### config.mk
export PLATFORM = sky130hd
export DESIGN_NAME = arbeiter_xfer
export DESIGN_NICKNAME = d
export VERILOG_FILES = /design/src/rtl/arbeiter_pkg.sv /design/src/rtl/arbeiter_beat_cnt.sv /design/src/rtl/arbeiter_xfer.sv
export SDC_FILE = /design/constraint.sdc
export NUM_CORES = 1
export LEC_CHECK = 0
export ABC_AREA = 1
export CAP_MARGIN = 10
export CELL_PAD_IN_SITES_DETAIL_PLACEMENT = 1
export CELL_PAD_IN_SITES_GLOBAL_PLACEMENT = 1
export CORE_AREA = 2 2 61 63
export CTS_CLUSTER_SIZE = 24
export DETAILED_ROUTE_END_ITERATION = 8
export DIE_AREA = 0 0 63 65
export PLACE_DENSITY_LB_ADDON = 0.1
export RECOVER_POWER = 25
export SYNTH_ARGS = -nofsm -noshare
export SYNTH_HDL_FRONTEND = slang
export SYNTH_SLANG_ARGS = --single-unit
### constraint.sdc
create_clock -name clock -period 1.51 [get_ports clock]
set_clock_uncertainty 0.1 [all_clocks]
set_input_delay 0.2265 -clock clock [delete_from_list [all_inputs] [get_ports clock]]
set_output_delay 0.2265 -clock clock [all_outputs]
set_load 0.1 [all_outputs]
### src/rtl/arbeiter_pkg.sv
// Shared types and constants for the arbeiter_xfer burst engine.
package arbeiter_pkg;

  typedef enum logic [1:0] {
    IDLE    = 2'd0,
    BURST   = 2'd1,
    DONE    = 2'd2,
    RELEASE = 2'd3
  } state_e;

  localparam logic OWN_0 = 1'b0;
  localparam logic OWN_1 = 1'b1;

endpackage

### src/rtl/arbeiter_beat_cnt.sv
// Loadable burst-length down-counter; flags the final beat of a burst.
module arbeiter_beat_cnt #(
  parameter int LEN_W = 4
) (
  input  logic             clk_i,
  input  logic             rst_i,
  input  logic             load_i,
  input  logic [LEN_W-1:0] load_val_i,
  input  logic             dec_i,
  output logic             is_one_o
);

  logic [LEN_W-1:0] cnt_q, cnt_d;

  always_comb begin
    cnt_d = cnt_q;
    if (load_i) begin
      cnt_d = load_val_i;
    end else if (dec_i && (cnt_q != '0)) begin
      cnt_d = cnt_q - 1'b1;
    end
  end

  always_ff @(posedge clk_i or posedge rst_i) begin
    if (rst_i) begin
      cnt_q <= '0;
    end else begin
      cnt_q <= cnt_d;
    end
  end

  assign is_one_o = (cnt_q == LEN_W'(1));

endmodule

### src/rtl/arbeiter_xfer.sv
// Turns an arbiter grant into a length-counted valid/ready burst on the shared bus.
// Optional ARBEITER_XFER_PARITY_EN adds bus_par, the XOR parity of bus_data.
module arbeiter_xfer
  import arbeiter_pkg::*;
#(
  parameter int DATA_W = 8,
  parameter int LEN_W  = 4
) (
  input  logic              clock,
  input  logic              reset,
  input  logic              gnt_0,
  input  logic              gnt_1,
  input  logic [DATA_W-1:0] data_0,
  input  logic [LEN_W-1:0]  len_0,
  input  logic [DATA_W-1:0] data_1,
  input  logic [LEN_W-1:0]  len_1,
  output logic              beat_0,
  output logic              beat_1,
  output logic              done_0,
  output logic              done_1,
  output logic              abort,
  output logic              err,
  output logic              bus_valid,
  input  logic              bus_ready,
  output logic [DATA_W-1:0] bus_data,
  output logic              bus_owner,
  output logic              busy
`ifdef ARBEITER_XFER_PARITY_EN
  ,
  output logic              bus_par
`endif
);

  // Handshake: a beat moves when bus_valid && bus_ready in the same cycle;
  // bus_valid stays up through stalls and only drops on completion or abort.
  state_e           state_q;
  logic             owner_q;
  logic             abort_q;
  logic             err_q;
  logic [LEN_W-1:0] sel_len;
  logic             gnt_own;
  logic             accept;
  logic             load;
  logic             cnt_is_one;

  assign sel_len = gnt_0 ? len_0 : len_1;
  assign gnt_own = (owner_q == OWN_1) ? gnt_1 : gnt_0;
  assign accept  = (state_q == BURST) && bus_ready;
  assign load    = (state_q == IDLE) && (gnt_0 || gnt_1);

  arbeiter_beat_cnt #(.LEN_W(LEN_W)) u_beat_cnt (
    .clk_i      (clock),
    .rst_i      (reset),
    .load_i     (load),
    .load_val_i (sel_len),
    .dec_i      (accept),
    .is_one_o   (cnt_is_one)
  );

  always_ff @(posedge clock or posedge reset) begin
    if (reset) begin
      state_q <= IDLE;
      owner_q <= OWN_0;
      abort_q <= 1'b0;
      err_q   <= 1'b0;
    end else begin
      abort_q <= 1'b0;
      if (gnt_0 && gnt_1) begin
        err_q <= 1'b1;
      end
      case (state_q)
        IDLE: begin
          if (gnt_0 || gnt_1) begin
            owner_q <= gnt_0 ? OWN_0 : OWN_1;
            state_q <= (sel_len == '0) ? DONE : BURST;
          end
        end
        BURST: begin
          // A beat accepted on the grant-loss edge still counts; abort only without one.
          if (accept && cnt_is_one) begin
            state_q <= DONE;
          end else if (!accept && !gnt_own) begin
            abort_q <= 1'b1;
            state_q <= IDLE;
          end
        end
        DONE:    state_q <= RELEASE;
        RELEASE: begin
          if (!gnt_own) begin
            state_q <= IDLE;
          end
        end
        default: state_q <= IDLE;
      endcase
    end
  end

  assign bus_valid = (state_q == BURST);
  assign beat_0    = accept && (owner_q == OWN_0);
  assign beat_1    = accept && (owner_q == OWN_1);
  assign done_0    = (state_q == DONE) && (owner_q == OWN_0);
  assign done_1    = (state_q == DONE) && (owner_q == OWN_1);
  assign bus_data  = bus_valid ? ((owner_q == OWN_1) ? data_1 : data_0) : '0;
  assign bus_owner = owner_q;
  assign busy      = (state_q != IDLE);
  assign abort     = abort_q;
  assign err       = err_q;

`ifdef ARBEITER_XFER_PARITY_EN
  assign bus_par = ^bus_data;
`endif

endmodule

* Word level (Yosys, flattened, before mapping) *
Cells that the tools add are included.

cells by class
  add/sub/neg operators = 1
  reductions and logical operators = 20
  bitwise gates (word level) = 1
  eq/ne operators = 7
  muxes and demuxes = 16

operator list
  cell                                                                     number
  8-bit 2-to-1 mux                                                         2
  4-bit 2-to-1 mux                                                         3
  1-bit logical AND                                                        10
  2-bit 2-to-1 mux                                                         5
  2-bit one-hot mux with 4 select lines                                    1
  1-bit 2-to-1 mux                                                         5
  2-bit == test, second input constant                                     2
  4-bit by 1-bit == test with 1-bit output, second input constant          1
  4-bit zero test                                                          1
  2-bit nonzero test                                                       2
  4-bit nonzero test                                                       1
  4-bit by 1-bit subtractor with 4-bit output, second input constant       1
  3-bit by 1-bit inequality test with 1-bit output, second input constant  1
  3-bit AND reduction                                                      1
  2-bit by 1-bit == test with 1-bit output, second input constant          1
  1-bit zero test                                                          2
  2-bit zero test                                                          1
  2-bit by 1-bit inequality test with 1-bit output, second input constant  1
  2-bit inequality test, second input constant                             1
  2-bit AND reduction                                                      1
  1-bit logical OR                                                         1
  1-bit inverter                                                           1

word-level totals
  word-level logic and storage cells = 50
  register bits after elaboration = 9
  output and inout bits = 17
  input port bits = 29

* Depth between registers and ports, before layout *
  word-level depth = 7
  gate-level depth with buffers = 9
  gate-level depth less buffers = 9

* Cells and area by module *
A second synthesis with hierarchy kept.

second synthesis, totals
  cells, all modules = 137
  area, all modules = 809.5 um^2

by module, submodules not included
  module             times used  seq. area each (um^2)  cells an instance  area an instance (um^2)
  arbeiter_xfer      1           125.1                  94                 510.5
  arbeiter_beat_cnt  1           100.1                  43                 299.0

* Worst setup path after synthesis *
OpenSTA, ideal clock, no wires.

  path kind = register to output
  start point = register state_q[0]
  end point = output port bus_data[0]
  arrival time = 3.953 ns
  path slack = -2.769 ns
  stages on the path, launching flop included = 5
  path buffers = 0
  cells stage by stage = dfrtp_1 -> inv_1 -> nor2_1 -> clkinv_1 -> a21oi_1

on the way
  cells in the longest elaborated chain, start to end = 2

RTL lines
  item                                      RTL line              RTL
  start, declared                           arbeiter_xfer.sv:36   state_e state_q;
  start signal, assigned                    arbeiter_xfer.sv:75   state_q <= (sel_len == '0) ? DONE : BURST;
  2-bit by 1-bit == test with 1-bit output  arbeiter_xfer.sv:98   assign bus_valid = (state_q == BURST);
  net bus_valid                             arbeiter_xfer.sv:23   output logic bus_valid,
  8-bit 2-to-1 mux                          arbeiter_xfer.sv:103  assign bus_data = bus_valid ? ((owner_q == OWN_1) ? data_1 : data_0) : '0;
  end, declared                             arbeiter_xfer.sv:25   output logic [DATA_W-1:0] bus_data,

The timed path passes the listed nets, and every way through them passes these cells.

* Worst setup path after layout *
  start point = register state_q[1]
  end point = output port beat_1

on the way
  cells in the longest elaborated chain, start to end = 3

RTL lines
  item                                      RTL line              RTL
  2-bit by 1-bit == test with 1-bit output  arbeiter_xfer.sv:48   assign accept = (state_q == BURST) && bus_ready;
  1-bit logical AND                         arbeiter_xfer.sv:48
  1-bit logical AND                         arbeiter_xfer.sv:100  assign beat_1 = accept && (owner_q == OWN_1);
  end, declared                             arbeiter_xfer.sv:18   output logic beat_1,

No other way between the ends.

==> flow_summary.toml <==
[yosys]
ys_seq_area_share_pct = 30.1
syn-cell-area_um2 = 749
synth-seq-cells = 9
synth_warnings = 0
syn_area_per_cell_um2 = 5.95
syn_nets = 158
postSynthCellCount = 126
synth_cell_type_count = 20

[route]
vias_per_cell = 4.30
drt-pass1-iter-count = 3
first_iter_violations = 19
avgRoutedWirePerCell_um = 13.5
drc_errors = 0
finalWirelength_mm = 3.31
ant_nets = 0
vias = 1059

[global_routing]
grt_pass1_vias = 1155
grt_pass1_wl_mm = 5.43
grt_max_degree = 12
grt_use_total_pct = 16.9
grt-ovfl-total = 0
antenna_found_initial = 0

[pwr]
power.leakage_nw = 0.820
fin_total_pwr_mw = 4.61
power_density_mw_per_mm2 = 2540
vdd_drop_max_mv = 0.821

[cts]
clk_latency_ns = 0.26
clkTransAtPathRegs_ns = 0.07
tritoncts.num_buffers = 3
htreeDepth = 1
holdBufCountCts = 0
clk_path_buf_depth = 2
root_buffer = "clkbuf_4"
cts_tree = "done"
cts_sinks = 9

[timing]
hold_violations = 0
finalCritPeriodShare_pct = 116
period_needed_ns = 1.75
worst_pin_slew_ns = 0.409
slew_headroom_pct = 72.7
finalSetupViolCount = 17
finalMaxSlewViolations = 0
post-route-worst-setup-slack_ns = -0.240
rsz0062_at_grt = "yes"
fmaxAchievable_mhz = 571

[final_layout]
final_common_cell = "nand2_1"
finalNetCount = 231
num-fill-cells = 422
drive_above_1_share_pct = 35.9
area_delta_synth_final_pct = 142
most-common-layout-cells = "56 x nand2_1, 27 x clkdlybuf4s50_1, 21 x buf_4"
n_antenna_cell = 0

[outcome]
violations = "negative setup slack"
status = "finished with violations"

[setup_path]
max_stage_delay_ns = 0.43
r2r-end = "u_beat_cnt.cnt_q[1]$_DFFE_PP0P_"
cp-start-kind = "flip-flop"
slowest_stage = "dfrtp_1"
arrival_ns = 1.42
crit_fanout = 5
worstPathRequired_ns = 1.18
cp-end-kind = "output pin"
r2r_start = "state_q[0]$_DFFE_PP0P_"
cp_cell_sequence = "inv_1 -> nand3_1 -> buf_4 -> nor2_4 -> buf_12"
endpoint = "beat_1"
cp-startpoint = "state_q[1]$_DFFE_PP0P_"
r2r_cells = 9
worst-r2r-setup-slack_ns = -0.07
crit_type = "reg2out"

[hold_path]
hold_class = "in2async"

[floorplan]
ioPinCount = 46
fp.dieArea_mm2 = 0.00410
num_rows = 22
core_area_mm2 = 0.00350
die_x_um = 63
initial_core_util_pct = 21.4
die_h_um = 65

[flow_run]
max_cap_violations = 0

[placed_design]
dp_hpwl_mm = 2.64
gp_congestion = 0.748
io_buffers = 45
post-place-ws_ns = -0.184
[kinds of logic (layout without fill, tap and decap cells)]
kind of cell | count (synthesis) | after routing | share of synthesized area (%)
DFF | 9 | 9 | 30.1
buffers and inverters | 15 | 87 | 7.51
and+or+nand+nor | 80 | 80 | 42.6
AOI/OAI and AO/OA | 17 | 17 | 12.5
xor gates and xnor gates | 2 | 2 | 2.34
adders and majority gates | 3 | 3 | 5.01
[registers in the layout, indices dropped and copies added (netlist names)]
signal and cells:
abort 1, err 1, bus_owner 1, u_beat_cnt.cnt_q 4, state_q 2
[worst min path at each step]
stage	from	end	slack (ns)
2_1_floorplan	reset	abort$_DFF_PP0_	-0.05
3_3_place_gp	u_beat_cnt.cnt_q[1]$_DFFE_PP0P_	u_beat_cnt.cnt_q[1]$_DFFE_PP0P_	0.40
3_5_place_dp	reset	u_beat_cnt.cnt_q[1]$_DFFE_PP0P_	0.44
4_1_cts	reset	u_beat_cnt.cnt_q[3]$_DFFE_PP0P_	0.15
5_1_grt	reset	u_beat_cnt.cnt_q[1]$_DFFE_PP0P_	0.31
6_report	reset	u_beat_cnt.cnt_q[1]$_DFFE_PP0P_	0.28
[layer usage]
layer  global-route usage (%)  wire, µm  vias to the layer above
met3                     2.08       148                        2
li1                         -         -                      531
met2                     34.3      1840                       31
met5                        0         0                        -
met1                     17.8      1300                      495
met4                     5.28        17                        0
[Yosys cell counts (all sizes together)]
cell | n | area (µm²)
a22oi | 1 | 7.51
inv | 12 | 45.0
nand2 | 57 | 214
clkbuf | 2 | 7.51
o21ai | 5 | 25.0
dfrtp | 9 | 225
o21bai | 1 | 7.51
nor3 | 1 | 5.00
nand3b | 1 | 7.51
clkinv | 1 | 3.75
nor2 | 18 | 77.6
xor2 | 1 | 8.76
ha | 3 | 37.5
xnor2 | 1 | 8.76
a21oi | 10 | 53.8
nand3 | 3 | 15.0
[area by class of cell]
class,instances,area [µm²],share of cell area (%)
Timing Repair Buffer,69,821,45.2
Multi-Input combinational cell,102,613,33.7
Sequential cell,9,229,12.6
Tap cell,48,60.1,3.31
Inverter,13,58.8,3.24
Clock buffer,4,26.3,1.45
Timing Repair inverter,1,8.76,0.482
[per-stage QoR]
stage	std cells	TNS (ns)	hold WS, ns	utilization, %	area, µm²
after floorplan	126	-9.32	-0.0456	-	906
after global placement	233	-0.719	0.404	48.0	1680
after detailed placement	233	-1.05	0.435	48.0	1680
after CTS	241	-2.66	0.151	50.3	1760
after global routing	246	-4.26	0.313	52.0	1820
final	246	-2.78	0.284	52.0	1820
[critical path: cells and delay by family, from the launching register on]
kind                   cells  cell delay [ns]
buffers and inverters      3             0.51
and+or+nand+nor            2             0.22
DFF                        1             0.43
[repair_timing]
action	in CTS	in global routing
cloned	1	0
setup endpoints to repair	14	20
gates resized for setup	9	8
pin swaps	1	3
buffers inserted	3	5
[power by group]
group | switching [mW] | leakage, nW | internal (mW)
logic | 2.45 | 0.698 | 1.48
registers | 0.123 | 0.107 | 0.356
clock network | 0.0925 | 0.0150 | 0.102
total | 2.67 | 0.820 | 1.94
(Power assumes the default switching activity.)
